## src/rtl/uart_pkg.sv

```systemverilog
// Shared constants and state encoding for the UART command responder.
package uart_pkg;

    localparam logic [7:0] CMD_WR  = 8'h57;
    localparam logic [7:0] CMD_RD  = 8'h52;
    localparam logic [7:0] RSP_ACK = 8'h06;
    localparam logic [7:0] RSP_NAK = 8'h15;

    typedef enum logic [2:0] {
        IDLE,
        GET_ADDR,
        GET_DATA,
        SEND,
        HOLD,
        WAIT
    } resp_state_t;

endpackage

```

## src/rtl/uart_regfile.sv

```systemverilog
// Control register file: synchronous write, combinational read, clears on reset.
module uart_regfile #(
    parameter int unsigned ADDR_W = 4
) (
    input  logic              clock,
    input  logic              reset,
    input  logic              we,
    input  logic [ADDR_W-1:0] waddr,
    input  logic [7:0]        wdata,
    input  logic [ADDR_W-1:0] raddr,
    output logic [7:0]        rdata
);

    localparam int unsigned NUM_REGS = 2 ** ADDR_W;

    logic [7:0] mem [NUM_REGS];

    // Storage update: synchronous active-low clear, then single write port.
    always_ff @(posedge clock) begin
        if (!reset) begin
            mem <= '{default: 8'h00};
        end else if (we) begin
            mem[waddr] <= wdata;
        end
    end

    assign rdata = mem[raddr];

endmodule

```

## src/rtl/uart_cmd_responder.sv

```systemverilog
// Parses W/R register-access commands from UART bytes and sends one response byte per command.
module uart_cmd_responder
    import uart_pkg::*;
#(
    parameter int unsigned ADDR_W         = 4,
    parameter int unsigned TIMEOUT_CYCLES = 100000
) (
    input  logic              clock,
    input  logic              reset,
    input  logic [7:0]        rx_data,
    input  logic              rx_done,
    input  logic              rx_fail,
    input  logic              tx_busy,
    output logic [7:0]        tx_data,
    output logic              tx_start,
    output logic              wr_strobe,
    output logic [ADDR_W-1:0] wr_addr,
    output logic [7:0]        wr_data,
    output logic              timeout_err,
    output logic              overrun
);

    localparam int unsigned      CNT_W    = (TIMEOUT_CYCLES > 1) ? $clog2(TIMEOUT_CYCLES) : 1;
    localparam logic [CNT_W-1:0] CNT_LAST = CNT_W'(TIMEOUT_CYCLES - 1);

    resp_state_t       state_q, state_d;
    logic              cmd_wr_q, cmd_wr_d;
    logic [ADDR_W-1:0] addr_q;
    logic [CNT_W-1:0]  cnt_q;
    logic [ADDR_W-1:0] rx_addr;
    logic [7:0]        rd_data;
    logic              addr_ok;
    logic              tmo;
    logic              tmo_fire;
    logic              addr_load;
    logic              wr_en;
    logic              rsp_load;
    logic [7:0]        rsp_d;
    logic              ovr_set;

    assign rx_addr = rx_data[ADDR_W-1:0];
    assign addr_ok = ((rx_data >> ADDR_W) == 8'h00);
    assign tmo     = (cnt_q == CNT_LAST);

    // Read port looks at the incoming addr byte so a read samples it in its rx_done cycle.
    uart_regfile #(
        .ADDR_W(ADDR_W)
    ) u_regfile (
        .clock (clock),
        .reset (reset),
        .we    (wr_en),
        .waddr (addr_q),
        .wdata (rx_data),
        .raddr (rx_addr),
        .rdata (rd_data)
    );

    // State register.
    always_ff @(posedge clock) begin
        if (!reset) begin
            state_q <= IDLE;
        end else begin
            state_q <= state_d;
        end
    end

    // Next-state, response selection and one-cycle control strobes; rx_fail beats rx_done.
    always_comb begin
        state_d   = state_q;
        cmd_wr_d  = cmd_wr_q;
        addr_load = 1'b0;
        wr_en     = 1'b0;
        rsp_load  = 1'b0;
        rsp_d     = RSP_NAK;
        ovr_set   = 1'b0;
        tmo_fire  = 1'b0;
        tx_start  = 1'b0;
        unique case (state_q)
            IDLE: begin
                if (rx_fail) begin
                    rsp_load = 1'b1;
                    state_d  = SEND;
                end else if (rx_done) begin
                    if (rx_data == CMD_WR || rx_data == CMD_RD) begin
                        cmd_wr_d = (rx_data == CMD_WR);
                        state_d  = GET_ADDR;
                    end else begin
                        rsp_load = 1'b1;
                        state_d  = SEND;
                    end
                end
            end
            GET_ADDR: begin
                if (rx_fail) begin
                    rsp_load = 1'b1;
                    state_d  = SEND;
                end else if (rx_done) begin
                    if (!addr_ok) begin
                        rsp_load = 1'b1;
                        state_d  = SEND;
                    end else if (cmd_wr_q) begin
                        addr_load = 1'b1;
                        state_d   = GET_DATA;
                    end else begin
                        rsp_load = 1'b1;
                        rsp_d    = rd_data;
                        state_d  = SEND;
                    end
                end else if (tmo) begin
                    tmo_fire = 1'b1;
                    state_d  = IDLE;
                end
            end
            GET_DATA: begin
                if (rx_fail) begin
                    rsp_load = 1'b1;
                    state_d  = SEND;
                end else if (rx_done) begin
                    wr_en    = 1'b1;
                    rsp_load = 1'b1;
                    rsp_d    = RSP_ACK;
                    state_d  = SEND;
                end else if (tmo) begin
                    tmo_fire = 1'b1;
                    state_d  = IDLE;
                end
            end
            SEND: begin
                ovr_set = rx_done | rx_fail;
                if (!tx_busy) begin
                    tx_start = 1'b1;
                    state_d  = HOLD;
                end
            end
            HOLD: begin
                ovr_set = rx_done | rx_fail;
                state_d = WAIT;
            end
            WAIT: begin
                ovr_set = rx_done | rx_fail;
                if (!tx_busy) begin
                    state_d = IDLE;
                end
            end
            default: state_d = IDLE;
        endcase
    end

    // Inter-byte timeout counter: runs only while a command is partially received.
    always_ff @(posedge clock) begin
        if (!reset || rx_done || rx_fail || (state_q != GET_ADDR && state_q != GET_DATA)) begin
            cnt_q <= '0;
        end else begin
            cnt_q <= cnt_q + CNT_W'(1);
        end
    end

    // Registered outputs and command context.
    always_ff @(posedge clock) begin
        if (!reset) begin
            cmd_wr_q    <= 1'b0;
            addr_q      <= '0;
            tx_data     <= 8'h00;
            wr_strobe   <= 1'b0;
            wr_addr     <= '0;
            wr_data     <= 8'h00;
            timeout_err <= 1'b0;
            overrun     <= 1'b0;
        end else begin
            cmd_wr_q    <= cmd_wr_d;
            wr_strobe   <= wr_en;
            timeout_err <= tmo_fire;
            overrun     <= overrun | ovr_set;
            if (addr_load) begin
                addr_q <= rx_addr;
            end
            if (wr_en) begin
                wr_addr <= addr_q;
                wr_data <= rx_data;
            end
            if (rsp_load) begin
                tx_data <= rsp_d;
            end
        end
    end

endmodule

```

## config.mk

```make
export PLATFORM = sky130hd
export DESIGN_NAME = uart_cmd_responder
export DESIGN_NICKNAME = d
export VERILOG_FILES = /design/src/rtl/uart_pkg.sv /design/src/rtl/uart_regfile.sv /design/src/rtl/uart_cmd_responder.sv
export SDC_FILE = /design/constraint.sdc
export NUM_CORES = 1
export LEC_CHECK = 0
export BUFFER_PORTS_ARGS = -buffer_cell sky130_fd_sc_hd__buf_2
export CAP_MARGIN = 20
export CORE_MARGIN = 5
export CORE_UTILIZATION = 45
export DETAILED_ROUTE_END_ITERATION = 7
export GPL_TIMING_DRIVEN = 0
export PLACE_DENSITY_LB_ADDON = 0.05
export SETUP_SLACK_MARGIN = 0.5
export SYNTH_ARGS = -nofsm -noshare
export SYNTH_HDL_FRONTEND = slang
export SYNTH_SLANG_ARGS = --single-unit
```

## constraint.sdc

```tcl
create_clock -name clock -period 2 [get_ports clock]
set_input_delay 0.2 -clock clock [delete_from_list [all_inputs] [get_ports clock]]
set_output_delay 0.2 -clock clock [all_outputs]
set_load 0.005 [all_outputs]
```

==> metrics.md <==
| Metric | Value |
|---|---|
| First-pass GRT wire length | ~38,000 um |
| Vias | 6,417 |
| Crit Path Category | flip-flop to flip-flop |
| Core ar. | 0.0172 sq mm |
| Cts bufs inserted | 17 |
| Final min period | 1.66 ns |
| Worst slew pin tran | 0.832 ns |
| Longest Clk Path Bufs | 2 |
| Worst hold path depth | 2 |
| Overflow after GRT | 0 |
| Nets | 886 |
| Hold_sp | reset |
| RSZ-0062 raised after global routing | true |
| Setup_tns | 0 ns |
| Slew margin rel. | 44.5% |
| Layout cell share with drive strength beyond 1 | 32.8% |
| Largest net degree at the start of global routing | 17 |
| Most frequent cell after synthesis | dfxtp_1 |
| Worst-path clk slew | 0.06 ns |
| TritonRoute pass-1 iters | 5 |
| I/O Buffers | 31 |
| Sequential fraction of the synthesis area | between 40% and 50% |
| Final wirelength | about 25,000 um |
| Synthesized area per cell | 10.3 sq um |
| Largest family of logic cells by synthesized area | multiplexers |
| CTS sink cnt | 176 |
| Ys async rst share | 0% |
| Crit path DAT | 1.97 ns |
| Worst Setup Start Kind | flip-flop |
| GPL Wtd Cong | 0.872 |
| HP Class | primary input to flip-flop |
| Pwr Total | 0.00730 W |
| ANT cells | 0 |
| R2R setup slack | 0.34 ns |
| Status | finished, final reports clean |
| H-tree Lvls | 4 |
| Synth Area in Compound Gates | roughly 4.5% |
| Top post-synthesis cells by count | dfxtp_1 (176), nor2_1 (154), mux2i_1 (135) |
| Vias in the first global route | approximately 6,500 |
| DRC violations left | 0 |
| Crit path required time | 2.31 ns |
| DR vias/cell | 5.80 |
| Worst skew pair latency | 0.43 ns |
| Placed cells | 1,019 |
| Io pins | 37 |
| Worst vdd ir | 0.598 mV |
| Pwr dens | between 700 and 800 mW/mm^2 |
| Non-Filler Instances | between 1,000 and 1,500 |
| Post-Synthesis Cell Area | between 0.007 and 0.008 sq mm |
| Tot GR Track Use | 24.8% |
| Synth Area in Adders | less than 1% |
| Xor/xnor cell area share of the yosys netlist | 1.43% |
| Seq cells post-synth | 176 |
| DPL Wire Length | 16,000 um |
| Max-slew violations | 0 |
| Synthesized Nets | 777 |
| Max-Cap Viols | 0 |
| Die Y | between 100 and 150 um |
| Yosys cell types | 51 |
| Max Clk Rate | 603 MHz |
| Syn. warnings | 0 |
| Post-Synth Simple-Gate Area | 18.0% |
| Starting DRT DRC Count | about 420 |
| FF-to-FF path depth | 5 |
| Final setup viols | 0 |
| Clock Tree Root | clkbuf_16 |
| EDFF count, synth | 0 |
| Clock Skew | between 0.007 and 0.008 ns |
| DIE AREA | around 0.020 sq mm |
| Area delta synth->final | 29.5% |
| Hold WS | 0.168 ns |
| Synthesized instance count | roughly 760 |
| Die Wd | 142 um |
| Critical R2R Capture | tx_data[1]$_SDFFE_PN0P_ |
| Final-layout fill cell count | ~1,400 |
| CTS tree | yes |
| Initial antenna violation count | 1 |
| Synth Flop Type | dfxtp_1 |
| Biggest area consumer among synthesized cells | dfxtp_1 |
| Fin crit share | between 80% and 90% |
| CP max FO | 6 |
| Share of the synthesized area in the top cell type | 44.8% |
| Post-synthesis mux area share | a little over a quarter |
| Starting density of the core | a little under half |
| Hold Path Sink | tx_data[1]$_SDFFE_PN0P_ |
| Antenna Violating Nets Remaining | 0 |
| Pleak | 4.73 nW |
| Finished Core Util | 59.1% |
| RR Startpoint | state_q[1]$_SDFFE_PN0P_ |
| Row cnt | 48 |
| Critical path capture point type | flip-flop |
| Largest cells by area after synthesis | dfxtp_1 (45%), mux2i_1 (17%), mux4_2 (9.2%), nor2_1 (7.3%), nand4_2 (2.5%) |
| DR WL/cell | between 20 and 25 um |
| Final Hold Viols | 0 |
-- cell type report --
class / instances / area (sq um) / area share, %
clock inverters: 6 / 36.3 / 0.356
clock buffers: 22 / 484 / 4.75
multi-input cells: 520 / 4490 / 44.1
inverters: 5 / 18.8 / 0.184
flip-flops and latches: 176 / 3560 / 34.9
repair buffers: 90 / 862 / 8.46
plain buffers: 62 / 454 / 4.46
well taps: 225 / 282 / 2.76
-- sequential cells by signal (all words and copies together), names as in the netlist --
register	flops
u_regfile.mem	128
cnt_q	17
tx_data	8
wr_data	8
addr_q	4
wr_addr	4
state_q	3
cmd_wr_q	1
overrun	1
timeout_err	1
wr_strobe	1
-- power breakdown --
group,internal [W],switching [W],leakage (nW)
Combinational,0.000280,0.000437,3.05
Clock,0.00169,0.00136,0.259
Sequential,0.00352,0.0000236,1.43
Total,0.00549,0.00182,4.73
-- logic make-up after synthesis --
logic type | after synthesis
and+or+nand+nor | 280
xor gates and xnor gates | 12
buffers and inverters | 67
adders and majority gates | 1
AOI/OAI and AO/OA | 55
muxes | 172
DFF | 176
-- repair_timing --
item | in CTS | in global routing
pin swaps | 24 | 36
setup buffers | 42 | 14
hold buffers | 0 | 0
gates resized for setup | 79 | 65
setup endpoints to repair | 171 | 168
cloned | 2 | 1
-- worst max-delay path by stage --
| stage | startpoint | end | slack [ns] |
|---|---|---|---|
| floorplan | state_q[2]$_SDFFE_PN0P_ | tx_data[1]$_SDFFE_PN0P_ | 0.42 |
| global placement | addr_q[0]$_SDFFE_PN0P_ | u_regfile.mem[102]$_SDFFE_PN0P_ | 0.07 |
| detailed placement | addr_q[1]$_SDFFE_PN0P_ | u_regfile.mem[109]$_SDFFE_PN0P_ | 0.04 |
| CTS | state_q[2]$_SDFFE_PN0P_ | u_regfile.mem[11]$_SDFFE_PN0P_ | 0.34 |
| global route | state_q[2]$_SDFFE_PN0P_ | tx_data[1]$_SDFFE_PN0P_ | 0.26 |
| finish | state_q[1]$_SDFFE_PN0P_ | tx_data[1]$_SDFFE_PN0P_ | 0.34 |
-- worst max-delay path, stage by stage, from the launching register on --
cell and delay (ns):
dfxtp_2 0.38, nor3_1 0.08, and4bb_1 0.24, or3_1 0.37
buf_6 0.15, a311o_1 0.33
-- per-layer routing --
layer  vias up  GRT usage [%]  part of all wire (%)
li1       2920              -                     -
met1      3161           31.4                    41
met2       259           41.0                    47
met3        75           4.97                   6.7
met4         2           11.4                   4.5
met5         -              0                 0.036
-- through the flow --
| step | setup slack (ns) | cell area (sq um) |
|---|---|---|
| final | 0.342 | 10200 |
| after global routing | 0.255 | 10200 |
| after CTS | 0.342 | 9820 |
| after detailed placement | 0.0379 | 8440 |
| after global placement | 0.0683 | 8440 |
| after floorplan | 0.415 | 8010 |
-- cells in the final DEF (no fill, tap or decap), types with 4 or more instances in the layout --
master     count
o22ai_1        6
or3_4          4
dfxtp_4        9
mux2i_2        7
inv_1          5
dfxtp_1      163
nor2_4         6
nand4_4       16
buf_4         43
clkbuf_16     18
mux2i_1      128
buf_2         40
xnor2_1        4
xor2_1         6
clkbuf_1      24
nor2_2         5
nand3_1        7
nand4_1        8
buf_6         13
a21oi_2       11
nor3_1         8
o31ai_1        4
buf_12        19
nor2b_1        6
o22ai_2        4
buf_8          4
clkbuf_2       5
dfxtp_2        4
o21ai_0        5
mux2_2         4
mux4_2        32
clkinv_2       4
nand2_1       34
nor2_1       143
nand4b_1       4
a21oi_1       10
clkbuf_8       4
nand2b_1       4
No activity file was read; power rests on OpenSTA's default activity.
